[src/rtl/config_readback.sv]
// Config readback: snapshots the PE unit config and crossbar selects on request
// and streams them out as INST_WIDTH words over a valid/ready interface.
module config_readback #(
  parameter int unsigned INST_WIDTH      = 64,
  parameter int unsigned CONFIG_CMAC     = 16,
  parameter int unsigned CONFIG_LOGI     = 9,
  parameter int unsigned CONFIG_CORDIC   = 8,
  parameter int unsigned CONFIG_DMEM     = 31,
  parameter int unsigned CONFIG_ALL      = CONFIG_CMAC + CONFIG_LOGI + CONFIG_CORDIC + CONFIG_DMEM,
  parameter int unsigned NUM_INPUTS_CB1  = 14,
  parameter int unsigned NUM_OUTPUTS_CB1 = 16,
  parameter int unsigned NUM_INPUTS_CB2  = 10,
  parameter int unsigned NUM_OUTPUTS_CB2 = 4,
  parameter int unsigned SKIP_ZERO_CB    = 0
) (
  input  logic                                                   clk,
  input  logic                                                   rst_n,
  input  logic                                                   snap_req,
  input  logic [CONFIG_ALL-1:0]                                  config_all_i,
  input  logic [NUM_OUTPUTS_CB1*$clog2(NUM_INPUTS_CB1)-1:0]      config_cb1_i,
  input  logic [NUM_OUTPUTS_CB2*$clog2(NUM_INPUTS_CB2)-1:0]      config_cb2_i,
  output logic                                                   out_valid,
  input  logic                                                   out_ready,
  output logic [INST_WIDTH-1:0]                                  out_data,
  output logic [1:0]                                             out_kind,
  output logic                                                   out_last,
  output logic                                                   busy,
  output logic                                                   overrun
);

  localparam int unsigned CW1 = $clog2(NUM_INPUTS_CB1);
  localparam int unsigned CW2 = $clog2(NUM_INPUTS_CB2);
  localparam int unsigned IW  = 4;
  localparam int unsigned V1W = NUM_OUTPUTS_CB1 * CW1;
  localparam int unsigned V2W = NUM_OUTPUTS_CB2 * CW2;

  typedef enum logic [1:0] {
    IDLE = 2'd0,
    UNIT = 2'd1,
    CB1  = 2'd2,
    CB2  = 2'd3
  } state_t;

  state_t                state, nxt_state;
  logic [IW-1:0]         idx, nxt_idx;
  logic [CONFIG_ALL-1:0] snap_all, src_all;
  logic [V1W-1:0]        snap_cb1, src_cb1;
  logic [V2W-1:0]        snap_cb2, src_cb2;
  logic                  capture, hs, nxt_last;
  logic [IW+1:0]         nxt_ptr;
  logic [INST_WIDTH+1:0] nxt_word;

  // Lowest CB1 index >= start that is emitted; returns {found, index}.
  function automatic logic [IW:0] scan_cb1(input logic [V1W-1:0] v, input logic [IW:0] start);
    logic [IW:0] r;
    r = '0;
    for (int k = int'(NUM_OUTPUTS_CB1) - 1; k >= 0; k--) begin
      if (((IW+1)'(k) >= start) && (SKIP_ZERO_CB == 0 || v[k*CW1 +: CW1] != '0)) begin
        r = {1'b1, IW'(k)};
      end
    end
    return r;
  endfunction

  // Lowest CB2 index >= start that is emitted; returns {found, index}.
  function automatic logic [IW:0] scan_cb2(input logic [V2W-1:0] v, input logic [IW:0] start);
    logic [IW:0] r;
    r = '0;
    for (int k = int'(NUM_OUTPUTS_CB2) - 1; k >= 0; k--) begin
      if (((IW+1)'(k) >= start) && (SKIP_ZERO_CB == 0 || v[k*CW2 +: CW2] != '0)) begin
        r = {1'b1, IW'(k)};
      end
    end
    return r;
  endfunction

  // Stream position following (st, ix); {IDLE, 0} when the stream ends there.
  function automatic logic [IW+1:0] advance(input state_t st, input logic [IW-1:0] ix,
                                            input logic [V1W-1:0] c1, input logic [V2W-1:0] c2);
    logic [IW:0]   s1, s2;
    logic [IW+1:0] r;
    r  = {IDLE, IW'(0)};
    s1 = '0;
    s2 = '0;
    case (st)
      UNIT: begin
        s1 = scan_cb1(c1, '0);
        s2 = scan_cb2(c2, '0);
      end
      CB1: begin
        s1 = scan_cb1(c1, {1'b0, ix} + 1'b1);
        s2 = scan_cb2(c2, '0);
      end
      CB2:     s2 = scan_cb2(c2, {1'b0, ix} + 1'b1);
      default: ;
    endcase
    if (s1[IW]) begin
      r = {CB1, s1[IW-1:0]};
    end else if (s2[IW]) begin
      r = {CB2, s2[IW-1:0]};
    end
    return r;
  endfunction

  // Word presented at position (st, ix); returns {kind, data}.
  function automatic logic [INST_WIDTH+1:0] word_of(input state_t st, input logic [IW-1:0] ix,
                                                    input logic [CONFIG_ALL-1:0] a,
                                                    input logic [V1W-1:0] c1, input logic [V2W-1:0] c2);
    logic [INST_WIDTH-1:0] d;
    logic [1:0]            k;
    d = '0;
    k = 2'd0;
    case (st)
      UNIT: d[CONFIG_ALL-1:0] = a;
      CB1: begin
        k          = 2'd1;
        d[IW-1:0]  = ix;
        d[8 +: CW1] = c1[int'(ix)*CW1 +: CW1];
      end
      CB2: begin
        k          = 2'd2;
        d[IW-1:0]  = ix;
        d[8 +: CW2] = c2[int'(ix)*CW2 +: CW2];
      end
      default: ;
    endcase
    return {k, d};
  endfunction

  // Next stream position and the word/last flag it will present.
  always_comb begin
    nxt_state = state;
    nxt_idx   = idx;
    src_all   = snap_all;
    src_cb1   = snap_cb1;
    src_cb2   = snap_cb2;
    capture   = 1'b0;
    nxt_ptr   = '0;
    hs        = out_valid & out_ready;
    if (state == IDLE) begin
      // Capture edge: the word is built straight from the live inputs.
      src_all = config_all_i;
      src_cb1 = config_cb1_i;
      src_cb2 = config_cb2_i;
      if (snap_req) begin
        capture   = 1'b1;
        nxt_state = UNIT;
        nxt_idx   = '0;
      end
    end else if (hs) begin
      nxt_ptr   = advance(state, idx, snap_cb1, snap_cb2);
      nxt_state = state_t'(nxt_ptr[IW+1:IW]);
      nxt_idx   = nxt_ptr[IW-1:0];
    end
    nxt_word = word_of(nxt_state, nxt_idx, src_all, src_cb1, src_cb2);
    nxt_last = (nxt_state != IDLE) &&
               (advance(nxt_state, nxt_idx, src_cb1, src_cb2) == {IDLE, IW'(0)});
  end

  // Stream position register.
  always_ff @(posedge clk or negedge rst_n) begin
    if (!rst_n) begin
      state <= IDLE;
      idx   <= '0;
    end else begin
      state <= nxt_state;
      idx   <= nxt_idx;
    end
  end

  // Snapshot capture and registered outputs.
  always_ff @(posedge clk or negedge rst_n) begin
    if (!rst_n) begin
      snap_all  <= '0;
      snap_cb1  <= '0;
      snap_cb2  <= '0;
      out_valid <= 1'b0;
      busy      <= 1'b0;
      out_data  <= '0;
      out_kind  <= 2'd0;
      out_last  <= 1'b0;
      overrun   <= 1'b0;
    end else begin
      if (capture) begin
        snap_all <= config_all_i;
        snap_cb1 <= config_cb1_i;
        snap_cb2 <= config_cb2_i;
      end
      out_valid <= (nxt_state != IDLE);
      busy      <= (nxt_state != IDLE);
      out_data  <= nxt_word[INST_WIDTH-1:0];
      out_kind  <= nxt_word[INST_WIDTH+1:INST_WIDTH];
      out_last  <= nxt_last;
      if (snap_req && state != IDLE) begin
        overrun <= 1'b1;
      end
    end
  end

endmodule

[config.mk]
export PLATFORM = sky130hd
export DESIGN_NAME = config_readback
export DESIGN_NICKNAME = d
export VERILOG_FILES = /design/src/rtl/config_readback.sv
export SDC_FILE = /design/constraint.sdc
export NUM_CORES = 1
export LEC_CHECK = 0
export CAP_MARGIN = 25
export CORE_MARGIN = 2
export CORE_UTILIZATION = 52
export DETAILED_ROUTE_END_ITERATION = 8
export PLACE_DENSITY = 0.81
export SYNTH_ARGS = -nofsm -noshare
export SYNTH_HDL_FRONTEND = slang
export SYNTH_SLANG_ARGS = --single-unit
export TNS_END_PERCENT = 50
[constraint.sdc]
create_clock -name clk -period 4.65 [get_ports clk]
set_input_delay 0.6975 -clock clk [delete_from_list [all_inputs] [get_ports clk]]
set_output_delay 0.6975 -clock clk [all_outputs]
set_load 0.02 [all_outputs]
**Word-level counts from Yosys, hierarchy flattened**

Index checks and enable logic that the tools add are counted.
Widths: inputs -> output; s select.

- Word-level logic and storage cells: 130
- Bits in latches: 0
- Memories: 0
- Memory bits (read-only): 0
- Input port bits: 148
- Output and inout bits: 70
- Register bits after elaboration: 219
- Memory bits (writable): 0

- Add/subtract/negate cells: 2
- Reductions and logical operators: 9
- Multiplexer cells: 68
- Magnitude comparators: 32
- Bitwise operators: 1
- Eq/ne operators: 6
- Div/mod/pow operators: 0
- $mul: 0
- Shift-type cells: 2

Operator list:

| operator | number |
|---|---|
| $mux 5 | 44 |
| $mux 64 | 2 |
| $ge 4x5->1 const A | 16 |
| $shiftx 64x7->4 | 1 |
| $mux 52 | 1 |
| $ge 3x5->1 const A | 8 |
| $pmux 5 s2 | 4 |
| $mux 6 | 4 |
| $ge 1x5->1 const A | 4 |
| $ge 2x5->1 const A | 4 |
| $mux 16 | 1 |
| $mux 4 | 4 |
| $shiftx 16x7->4 | 1 |
| $pmux 4 s3 | 1 |
| $add 4x1->5 const B | 2 |
| $eq 2x2->1 const B | 4 |
| $pmux 4 s2 | 1 |
| $logic_not 6->1 | 1 |
| $mux 2 | 3 |
| $reduce_or 2->1 | 3 |
| $eq 2x1->1 const B | 2 |
| $pmux 2 s2 | 1 |
| $reduce_bool 2->1 | 2 |
| $logic_and 1x1->1 | 2 |
| other kinds (3) | 4 |

**Longest topological paths before layout**

- Word-level depth: 46
- Depth in mapped cells: 20
- Gate-level depth less buffers: 15

**Worst setup path after synthesis**

No wires, ideal clock.

- Kind: reg-to-reg
- Start: reg state[0]
- End: reg out_data[8]
- Arrival time: 4.013 ns
- Setup time: 0.135 ns
- Path slack: 0.502 ns
- Period minus slack after synthesis: 4.148 ns
- Data required time: 4.515 ns
- Stages on the path, launching flop included: 19
- Path buffers: 8
- Cell sequence: dfrtp_1 > inv_1 > ha_1 > buf_6 > buf_2 > buf_2 > clkbuf_1 > buf_2 > nand2_1 > o22ai_1 > ha_1 > clkbuf_1 > buf_2 > clkbuf_1 > nor2_1 > a311oi_1 > o21ai_0 > a311oi_1 > a311oi_1

- Longest elaborated chain between the ends: 11
- Elaborated cells between the ends (all ways): 27
- Classes of those cells: 6 x eq/ne; 2 x shift; 17 x mux; 2 x reduce/logical

Ends and longest elaborated chain:

| what | RTL line | source |
|---|---|---|
| start: declaration | 44 | `state_t state, nxt_state;` |
| start signal: assignment | 166 | `state <= nxt_state;` |
| $eq 2x2->1 or $eq 2x1->1 (tied branches) | - |  |
| $reduce_or 2->1 (no source line) | - |  |
| $pmux 5 s2 | 85 | `case (st)` |
| $mux 5 | 150 | `end else if (hs) begin` |
| $mux 5 | 140 | `if (state == IDLE) begin` |
| $mux 6 | 99 | `end else if (s2[IW]) begin` |
| $mux 6 | 97 | `if (s1[IW]) begin` |
| $mux 2 | 150 |  |
| $mux 2 * | 140 |  |
| named net nxt_state[1] | 44 |  |
| $eq 2x2->1 or $eq 2x1->1 (tied branches) | 113 | `case (st)` |
| $pmux 4 s3 * | 113 |  |
| named net nxt_word[8] | 51 | `logic [INST_WIDTH+1:0] nxt_word;` |
| end signal: assignment | 191 | `out_data <= nxt_word[INST_WIDTH-1:0];` |
| end: declaration | 24 | `output logic [INST_WIDTH-1:0] out_data,` |

The timed path passes the listed nets; every way through them passes the cells marked *. The select of a mux whose other input is x is not followed.
A chain may end at the register's enable or synchronous reset.

**Worst setup path after layout**

- Start: reg idx[0]
- End: reg out_data[10]

- Longest elaborated chain between the ends: 26
- Elaborated cells between the ends (all ways): 56
- Classes of those cells: 1 x add/sub; 16 x order compare; 3 x eq/ne; 2 x shift; 34 x mux

Ends and longest elaborated chain:

| what | RTL line | source |
|---|---|---|
| start: declaration | 45 | `logic [IW-1:0] idx, nxt_idx;` |
| start signal: assignment | 167 | `idx <= nxt_idx;` |
| $add 4x1->5 * | 91, 94 |  |
| $ge 4x5->1 | 58 | `if (((IW+1)'(k) >= start) && (SKIP_ZERO_CB == 0 \|\| v[k*CW1 +: CW1] != '0)) begin` |
| $mux 5 (16 in a row) | 58 |  |
| $pmux 5 s2 | 85 |  |
| $mux 5 | 150 |  |
| $mux 5 | 140 |  |
| $mux 6 * | 97 |  |
| $mux 2 * | 150 |  |
| $mux 2 * | 140 |  |
| named net nxt_state[0] | 44 |  |
| $eq 2x2->1 or $eq 2x1->1 (tied branches) | 113 |  |
| $pmux 4 s3 * | 113 |  |
| named net nxt_word[10] | 51 |  |

Marks and branches as above.

==> reports/summary.txt <==
clock period minus worst slack: 3860 ps
top cells by area in the synthesized netlist: dfrtp_1 52%, mux2_2 16%, mux2i_1 7.6%
Post-Synth Simple-Gate Area: 0.102
Req. time, crit path: 5080 ps
Worst R2R Start: idx[0]
CP Launch Type: flop
post-synthesis compound-gate area fraction: 0.0612
Worst Setup Path Type: reg -> reg
Yosys top cell area share: 0.517
Area Growth Syn to Fin: 29.6%
Post-CTS Hold Fix Bufs: 0
Syn. warnings: 0
cell with the largest stage delay on the worst path: nor4_4
longest individual stage delay on the worst path: 480 ps
total overflow reported by the global router: 0
number of antenna diodes: 0
worst-path fanout max: 28
static power due to leakage: 5.70 nW
share of power burned in the clock network: 0.198
largest net degree at the start of global routing: 110
PostCTS Resize Cnt: 0
I/O pin total: 218
register-to-register path setup slack: 790 ps
R2R depth: 17
capture instance of the worst register-to-register path: out_data[10]
final worst path period share: 0.830
area of the die: 0.0216 mm2
Max Clock Freq: 0.259 GHz
final design utilization: 0.684
number of standard-cell rows in the floorplan: 52
Max Cap Viol: 0
setup slack after layout: 791 ps
average detailed-routed wire length per instance: 20.4 um
clock transition at the registers of the reported paths: 60 ps
half-perimeter wire length after placement: 18400 um
overall via count from detail_route: 7421
result of the run: complete, no violations
worst hold path class: in -> async
CP cell instances: buf_4 > ha_1 > and2_4 > a21oi_1 > nor2_1 > nor2_1 > nor2_1 > nand3_1 > and3_1 > inv_1 > ha_1 > buf_4 > nor4_4 > o2111ai_1 > o211a_1 > a2bb2oi_1 > a311oi_1
final hold violations: 0
number of failing setup endpoints in the final timing report: 0
area of the core region: 0.0201 mm2
detailed-route wire length: 26900 um
total net switching power: 3.53 mW
via density per instance: 5.62
setup tns final: 0 ps
CTS Sinks: 219
post-CTS setup buffer count: 0
internal power summed over all cells: 6.18 mW
Tot GR Track Use: 0.251
adder and majority gate portion of the synthesized area: 0.0165
Synth area leader: dfrtp_1
DRC violation total after the first TritonRoute iteration: 357
worst slew margin relative to its limit: 0.396
initial antenna violation count: 0
number of antenna-violating nets in the routed design: 0
share of final-layout standard cells stronger than drive strength 1: 0.229
Worst-Margin Slew: 905 ps
later-pin clock latency in the skew report: 520 ps
share of synthesized registers carrying an async set or reset: 1.00
die outline height: 147 um
WP buf/inv: 3
non-filler instance count after layout: 1320
share of the yosys chip area belonging to registers: 0.517
number of remaining DRC errors: 0
power per cell area: 706 mW/mm2
dominant combinational cell family by area after synthesis: multiplexers
initial cell density of the core: 0.528
dominant synthesized flop cell: dfrtp_1
mux contribution to synthesized area: 0.270
Post-layout nets: 1195
die outline width: 147 um
Inst Count DP: 1277
placement-stage worst setup slack: 675 ps
worst clock skew on the final layout: 21.1 ps
synthesized flop and latch total: 219
Synthesized Nets: 992
CTS tree: built
Syn Std Cell Area: 0.0106 mm2
Root Buffer: clkbuf_16
IO Port Bufs: 217
Crit path arrival time: 4290 ps
sequential share of power: 0.324
number of global-route vias before repair: 7967
maximum vdd drop: 0.393 mV
number of enable-type register cells in the synthesized netlist: 0
count of pins over their slew limit: 0
kind of cell adding the most delay to the critical path: simple AND/OR/NAND/NOR gates
synthesized instance count: 830
area share of xor/xnor cells in the synthesized design: 0
first-pass iteration count of the detailed router: 5
share of total power in combinational logic: 0.478
Unique masters post-synth: 67
net switching fraction of the power: 0.363
Design Power: 9.71 mW
unrepaired setup endpoints after global routing: no
# H-tree levels: 1
Syn Area/Cell: 12.8 um2
CP dominant cell by count: nor2_1
fill cell instance count of the final layout: 1456
maximum buffer depth of the clock tree: 3
kind of capture point of the worst setup path: flop
number of CTS-inserted buffers: 24
final weighted congestion in routability-driven placement: 0.859
global-route wire length before repair: 43100 um
cells by family after synthesis:
kind of cell	Yosys count
muxes	247
DFF	219
and+or+nand+nor	200
AOI/OAI and AO/OA	82
buffers and inverters	68
adders and majority gates	14
placed cells by master, fill, tap and decap left out, types with 12 or more instances in the layout:
master | Yosys | layout
buf_4 | 4 | 14
clkbuf_16 | 0 | 24
clkdlybuf4s50_1 | 0 | 216
dfrtp_1 | 219 | 219
ha_1 | 14 | 12
mux2_2 | 150 | 150
mux2i_1 | 81 | 81
mux4_2 | 16 | 16
nand2_1 | 52 | 52
nand3_1 | 18 | 18
nor2_1 | 29 | 29
nor2b_1 | 59 | 59
o21ai_0 | 14 | 14
synthesized netlist by cell type, drive strengths merged (10+ instances only):
library cell / n
buf: 39
dfrtp: 219
nand2: 52
inv: 13
nor2: 29
mux2: 150
nand3: 18
mux2i: 81
o21ai: 18
clkbuf: 16
ha: 14
a21oi: 10
nor2b: 59
mux4: 16
layer usage:
layer | global-route usage | wire [um] | up-vias
met5 | 0 | 0 | -
li1 | - | - | 3375
met3 | 0.0857 | 2640 | 43
met2 | 0.423 | 12800 | 295
met4 | 0.0641 | 624 | 0
met1 | 0.314 | 10800 | 3708
how the worst max path moves through the flow:
stage / endpoint / depth (start not counted) / from
2_1_floorplan: out_data[8] / 18 / state[0]
3_3_place_gp: out_data[9] / 11 / out_ready
3_5_place_dp: out_data[9] / 11 / out_ready
4_1_cts: out_data[10] / 17 / idx[0]
5_1_grt: out_data[9] / 17 / idx[0]
6_report: out_data[10] / 17 / idx[0]
registers in the layout, summed over array words and instances (netlist names):
| name | cells |
|---|---|
| busy | 1 |
| idx | 4 |
| out_data | 64 |
| out_kind | 2 |
| out_last | 1 |
| overrun | 1 |
| snap_all | 64 |
| snap_cb1 | 64 |
| snap_cb2 | 16 |
| state | 2 |
area by class of cell:
class / instances / area (um2) / share of cell area
timing repair buffer: 232 / 2300 / 0.167
clock buffer: 31 / 647 / 0.0470
multi-input combinational: 543 / 4790 / 0.348
inverter: 13 / 51.3 / 0.00373
clock inverter: 12 / 146 / 0.0106
sequential: 219 / 5480 / 0.399
tap: 270 / 338 / 0.0246
per-stage QoR:
stage / cell area [um2] / hold slack [ps]
global route: 13800 / 293
global placement: 13000 / 438
floorplan: 10600 / 402
finish: 13800 / 241
CTS: 13800 / 281
detailed placement: 13000 / 455
power by group through the flow:
stage               logic, mW  registers, mW  clock network [mW]
finish                   4.64           3.15                1.92
global route             5.02           3.25                2.03
CTS                      4.66           3.15                1.96
detailed placement       4.63           3.17                   0
global placement         4.55           3.12                   0
floorplan                3.20           3.27                   0
No activity file was read; power rests on OpenSTA's default activity.
